===== src/rtl/pulse_stretch.sv =====
// Multi-channel pulse stretcher: widens single-cycle events into LED-visible levels
// measured in prescaler ticks, with a forced one-tick low gap after each stretch.
module pulse_stretch #(
    parameter int unsigned CHANNELS   = 8,
    parameter int unsigned PRESCALE   = 50000,
    parameter int unsigned HOLD_WIDTH = 8
) (
    input  logic                  CLK,
    input  logic                  RST_N,
    input  logic [CHANNELS-1:0]   IN,
    input  logic [HOLD_WIDTH-1:0] HOLD,
    input  logic                  RETRIG,
    output logic [CHANNELS-1:0]   OUT,
    output logic                  TICK,
    output logic                  BUSY
);

    localparam int unsigned PreW = (PRESCALE > 1) ? $clog2(PRESCALE) : 1;

    typedef enum logic [1:0] {StIdle, StActive, StGap} state_e;

    logic [PreW-1:0]       pre_q, pre_d;
    logic                  tick_d;
    logic [HOLD_WIDTH-1:0] hold_eff;

    state_e                state_q [CHANNELS];
    state_e                state_d [CHANNELS];
    logic [HOLD_WIDTH-1:0] cnt_q   [CHANNELS];
    logic [HOLD_WIDTH-1:0] cnt_d   [CHANNELS];
    logic [CHANNELS-1:0]   pend_q, pend_d;
    logic [CHANNELS-1:0]   out_d;
    logic                  busy_d;

    // TICK is registered from the next count so it lines up with pre_q == PRESCALE-1.
    always_comb begin
        if (pre_q == PreW'(PRESCALE - 1)) begin
            pre_d = '0;
        end else begin
            pre_d = pre_q + PreW'(1);
        end
        tick_d = (pre_d == PreW'(PRESCALE - 1));
    end

    assign hold_eff = (HOLD == '0) ? HOLD_WIDTH'(1) : HOLD;

    always_comb begin
        busy_d = 1'b0;
        out_d  = '0;
        pend_d = pend_q;
        for (int i = 0; i < CHANNELS; i++) begin
            state_d[i] = state_q[i];
            cnt_d[i]   = cnt_q[i];
            unique case (state_q[i])
                StIdle: begin
                    if (IN[i]) begin
                        state_d[i] = StActive;
                        cnt_d[i]   = hold_eff;
                        pend_d[i]  = 1'b0;
                    end
                end
                StActive: begin
                    // A retrigger reload beats a coincident final tick.
                    if (IN[i] && RETRIG) begin
                        cnt_d[i] = hold_eff;
                    end else begin
                        if (IN[i]) begin
                            pend_d[i] = 1'b1;
                        end
                        if (TICK) begin
                            if (cnt_q[i] <= HOLD_WIDTH'(1)) begin
                                state_d[i] = StGap;
                                cnt_d[i]   = '0;
                            end else begin
                                cnt_d[i] = cnt_q[i] - HOLD_WIDTH'(1);
                            end
                        end
                    end
                end
                StGap: begin
                    if (TICK) begin
                        if (pend_q[i] || IN[i]) begin
                            state_d[i] = StActive;
                            cnt_d[i]   = hold_eff;
                            pend_d[i]  = 1'b0;
                        end else begin
                            state_d[i] = StIdle;
                        end
                    end else if (IN[i]) begin
                        pend_d[i] = 1'b1;
                    end
                end
                default: begin
                    state_d[i] = StIdle;
                    cnt_d[i]   = '0;
                    pend_d[i]  = 1'b0;
                end
            endcase
            out_d[i] = (state_d[i] == StActive);
            if (state_d[i] != StIdle) begin
                busy_d = 1'b1;
            end
        end
    end

    always_ff @(posedge CLK) begin
        if (!RST_N) begin
            pre_q  <= '0;
            TICK   <= 1'b0;
            OUT    <= '0;
            BUSY   <= 1'b0;
            pend_q <= '0;
            for (int i = 0; i < CHANNELS; i++) begin
                state_q[i] <= StIdle;
                cnt_q[i]   <= '0;
            end
        end else begin
            pre_q  <= pre_d;
            TICK   <= tick_d;
            OUT    <= out_d;
            BUSY   <= busy_d;
            pend_q <= pend_d;
            for (int i = 0; i < CHANNELS; i++) begin
                state_q[i] <= state_d[i];
                cnt_q[i]   <= cnt_d[i];
            end
        end
    end

endmodule


===== config.mk =====
export PLATFORM = sky130hd
export DESIGN_NAME = pulse_stretch
export DESIGN_NICKNAME = d
export VERILOG_FILES = /design/src/rtl/pulse_stretch.sv
export SDC_FILE = /design/constraint.sdc
export NUM_CORES = 1
export LEC_CHECK = 0
export ABC_CLOCK_PERIOD_IN_PS = 4880
export CORE_MARGIN = 4
export CORE_UTILIZATION = 49
export DETAILED_ROUTE_END_ITERATION = 8
export HOLD_SLACK_MARGIN = 0.08
export PLACE_DENSITY_LB_ADDON = 0.25
export SETUP_SLACK_MARGIN = 0.4
export SYNTH_ARGS = -nofsm -noshare
export SYNTH_HDL_FRONTEND = slang
export SYNTH_SLANG_ARGS = --single-unit

===== constraint.sdc =====
create_clock -name CLK -period 4.88 [get_ports CLK]
set_clock_uncertainty 0.2 [all_clocks]
set_input_delay 0.976 -clock CLK [delete_from_list [all_inputs] [get_ports CLK]]
set_output_delay 0.976 -clock CLK [all_outputs]
set_load 0.01 [all_outputs]

After elaboration in Yosys (flattened, before gate mapping)
Memory sizes are Yosys's and may differ from the RTL's.
Index checks and enable logic that the tools add are counted.

storage, ports and cells
  output and inout bits = 10
  input port bits = 19
  bits in writable memories = 80
  latch bits = 0
  bits in read-only memories = 0
  register bits after elaboration = 34
  memories kept = 2

memory list
  name     depth  width  rd ports  clocked after memory_dff  write ports  line  source
  cnt_q    8      8      8         0                         8            28    logic [HOLD_WIDTH-1:0] cnt_q [CHANNELS];
  state_q  8      2      8         0                         8            26    state_e state_q [CHANNELS];

operators by class
  add/sub/neg operators = 9
  mux-type cells = 188
  shift operators = 0
  reductions and logical operators = 41
  equal/unequal tests = 50
  $lt $le $gt $ge = 8
  div/mod/pow operators = 0
  bitwise operators = 16
  $mul = 0

operators by type and width
  kind                                                                    count
  8-bit two-way mux                                                       57
  8-bit one-hot mux with 3 select lines                                   8
  2-bit two-way mux                                                       48
  8-bit by 1-bit <= comparator with 1-bit output (second input constant)  8
  8-bit by 1-bit subtractor with 8-bit output (second input constant)     8
  1-bit two-way mux                                                       58
  2-bit one-hot mux with 3 select lines                                   8
  16-bit equality test (second input constant)                            2
  2-bit by 1-bit equality test with 1-bit output (second input constant)  16
  2-bit != test (second input constant)                                   16
  3-bit != test (second input constant)                                   8
  1-bit one-hot mux with 3 select lines                                   8
  3-bit AND reduction                                                     8
  16-bit by 1-bit adder with 16-bit output (second input constant)        1
  2-bit equality test (second input constant)                             8
  2-bit zero test                                                         8
  16-bit two-way mux                                                      1
  1-bit OR                                                                16
  2-bit nonzero test                                                      8
  1-bit logical AND                                                       8
  8-bit zero test                                                         1
  1-bit logical OR                                                        8

Logic depth before layout (Yosys ltp)
An unclocked memory read counts as a cell.

  depth in word-level cells = 15
  gate-level depth with buffers = 9

Least setup slack after synthesis
Ideal clock, no wire load.

  path type = in2reg
  from = input IN[1]
  to = memory cnt_q[1][3], in the netlist cnt_q[0][11]
  library setup time = 0.128 ns
  required time = 4.552 ns
  slack = 2.229 ns
  cell stages on the path = 7
  buffers on the path = 1
  arrival = 2.323 ns
  cells stage by stage = clkbuf_1 -> a21boi_0 -> o21ai_0 -> o21ai_1 -> nor2_1 -> a22oi_1 -> nor2_1

RTL lines
  element      line  source
  from (decl)  10    input logic [CHANNELS-1:0] IN,
  to (decl)    28

==> metrics.md <==
| Metric | Value |
|---|---|
| Hold Slack | 0.281 ns |
| DR vias/cell | slightly below 6 |
| Status | finished, final reports clean |
| Mapped Avg Cell Area | 7.70 um^2 |
| Initial antenna violation count | 0 |
| Max-cap violations | 0 |
| Critical Path, Cell by Cell | clkdlybuf4s50_1 > buf_4 > a21boi_0 > o21ai_0 > o21ai_1 > nor2_1 > a22oi_1 > nor2_1 |
| First-pass GRT wire length | about 31 mm |
| Post-cts resize count | 0 |
| Post-DP Area | between 7000 and 8000 um^2 |
| Power Total | 3.19 mW |
| Clk Latency, worst-skew pair | around 0.42 ns |
| Primary FF master, synth | dfxtp_1 |
| Ant. Diodes | 0 |
| # nets final | 1043 |
| CTS tree | built |
| R2R Path Start | TICK$_SDFF_PN0_ |
| Setup ws final | about 1.7 ns |
| Buffers on Ports | 28 |
| H-tree levels | 4 |
| Die height | between 100 and 150 um |
| Final setup vio count | 0 |
| Number of synthesized flops with an enable pin | 0 |
| Hold crit path type | reg2reg |
| Slew headroom | 0.399 |
| Clk sinks | ~110 |
| DIE AREA | between 15000 and 20000 um^2 |
| Top cells by area, synth | dfxtp_1, ha_1, a22oi_1 |
| DR pass1 iterations | 5 |
| Vias in the first global route | around 6300 |
| Post-synth top area share | 0.312 |
| Postcts setup bufs | 0 |
| Crit end category | register |
| Critical path class | in2reg |
| GRT Total Usage | 0.227 |
| Hold Crit Depth | 1 |
| Cell area after synthesis | ~7300 um^2 |
| Worst Hold End | pre_q[0]$_SDFF_PN0_ |
| CP bufs+invs | 2 |
| Hold violation total from the final report | 0 |
| Residual DRC | 0 |
| Count leader, synth | nor2_1 |
| Worst-Margin Slew | ~0.9 ns |
| Mapped Cells | 951 |
| Worst-case clock buffer depth | 2 |
| Syn Nets | ~1000 |
| # IOs | 29 |
| Commonest cells post-synth | nor2_1, dfxtp_1, nand2_1, o21ai_0, a22oi_1 |
| Largest net degree at the start of global routing | 80 |
| Initial Utilization | 0.502 |
| Clock slew at reported path FFs | around 0.060 ns |
| Reg2Reg Depth | 6 |
| Reg2reg end | BUSY$_SDFF_PN0_ |
| CP Depth | 8 |
| Unique masters post-synth | slightly above 60 |
| Cell Rows | 44 |
| Detailed-route via count | 6772 |
| Slowest Stage Delay on Critical Path | between 0.4 and 0.5 ns |
| Setup slack, reg-to-reg | 1.96 ns |
| Post-DRT Antenna Nets | 0 |
| Die width | 130 um |
| DP Wirelength | between 10 and 15 mm |
| Max IR drop VDD | approximately 0.27 mV |
| CP startpoint | RETRIG |
| Ys async rst share | 0 |
| CTS root buffer | clkbuf_16 |
| RSZ-0062 raised after global routing | no |
| Seq cells post-synth | about 110 |
| CP max FO | 15 |
| Crit-path slowest cell | clkdlybuf4s50_1 |
| Yosys Warn Count | 0 |
| Worst Path Arrival | about 3.2 ns |
| CP required | 4.95 ns |
| Placer Congestion | a little under 0.9 |
| Final period utilization | 0.648 |
| GR Overflow Total | 0 |
| PwrDens | 379 nW/um^2 |
| Share of cells above drive strength 1 | 0.0608 |
| Initial drt markers | between 500 and 600 |
| P&R area growth vs syn | 14.8% |
| Delay-heaviest family, CP | compound AO/OA/AOI/OAI gates |
| Final Max Slew Viols | 0 |
| Sum of negative setup slack | 0 ns |
| Static leakage | 3.43 nW |
| Peak Freq | 0.316 GHz |
| Worst hold start | pre_q[0]$_SDFF_PN0_ |
| Tmin final | 3.16 ns |
| Most frequent CP cell | nor2_1 |
| Num CTS Buffers | 17 |
| Core area | 14600 um^2 |
| Hold buffers post-CTS | 0 |
| WL/cell | about 16 um |
| Design Area, Final | about 8400 um^2 |
| Yosys top cell by area | dfxtp_1 |
| CP Launch Type | input pin |
| Sequential area share after synthesis | 0.312 |
| Aggregate routed wire length | 18.5 mm |
| Pre-CTS setup slack | approximately 1.3 ns |
-- per-layer routing --
metal  wire length [um]  global-route usage
met1               8480               0.297
met2               8460               0.361
met3               1050              0.0577
met4                502              0.0874
met5                  0                   0
-- kinds of logic after synthesis --
group,count (synthesis),synth area share
mux,5,0.00701
flops,114,0.312
buf+inv,91,0.0497
simple gates,371,0.242
xor+xnor,59,0.0706
fa+ha+maj,50,0.0854
compound gates,261,0.234
-- how the worst max path moves through the flow --
| stage | slack [ns] | to |
|---|---|---|
| 6_report | 1.72 | cnt_q[0][9]$_SDFFE_PN0P_ |
| 5_1_grt | 1.43 | cnt_q[0][12]$_SDFFE_PN0P_ |
| 4_1_cts | 1.74 | cnt_q[0][11]$_SDFFE_PN0P_ |
| 3_5_place_dp | 1.34 | cnt_q[0][11]$_SDFFE_PN0P_ |
| 3_3_place_gp | 1.39 | cnt_q[1][22]$_SDFFE_PN0P_ |
| 2_1_floorplan | 2.23 | cnt_q[0][11]$_SDFFE_PN0P_ |
-- layout by cell type, fill, tap and decap left out, drive strengths merged, types with 9 or more instances in the layout --
cell type	instances
nor2	122
dfxtp	114
nand2	100
o21ai	86
a22oi	63
inv	56
ha	50
xnor2	39
a21oi	34
nor3	31
clkdlybuf4s50	28
nor2b	24
clkbuf	23
xor2	20
nor4	15
nand3	13
o22ai	12
and2	12
buf	11
or3	10
o211ai	9
-- power by group --
part	switching, mW	leakage, nW	internal [mW]
clock	0.439	0.315	0.919
sequential	0.0855	0.936	1.01
combinational	0.403	2.18	0.330
-- final cells by class --
cell class | count | area (um^2)
flip-flops and latches | 114 | 2280
clock buffers | 23 | 498
inverters | 56 | 210
clock inverters | 9 | 150
multi-input cells | 746 | 4680
repair buffers | 39 | 363
fillers | 1319 | 6180
well taps | 184 | 230
-- through the flow --
step,std cells,utilization
2_1_floorplan,951,-
3_3_place_gp,1139,0.532
3_5_place_dp,1139,0.532
4_1_cts,1171,0.576
5_1_grt,1171,0.576
6_report,1171,0.576
-- sequential cells by signal, indices dropped and copies added, names as in the netlist --
| register | count |
|---|---|
| cnt_q | 64 |
| pre_q | 16 |
| state_q | 16 |
| OUT | 8 |
| pend_q | 8 |
| BUSY | 1 |
| TICK | 1 |
Note: power is estimated with default switching activity, not from simulation.
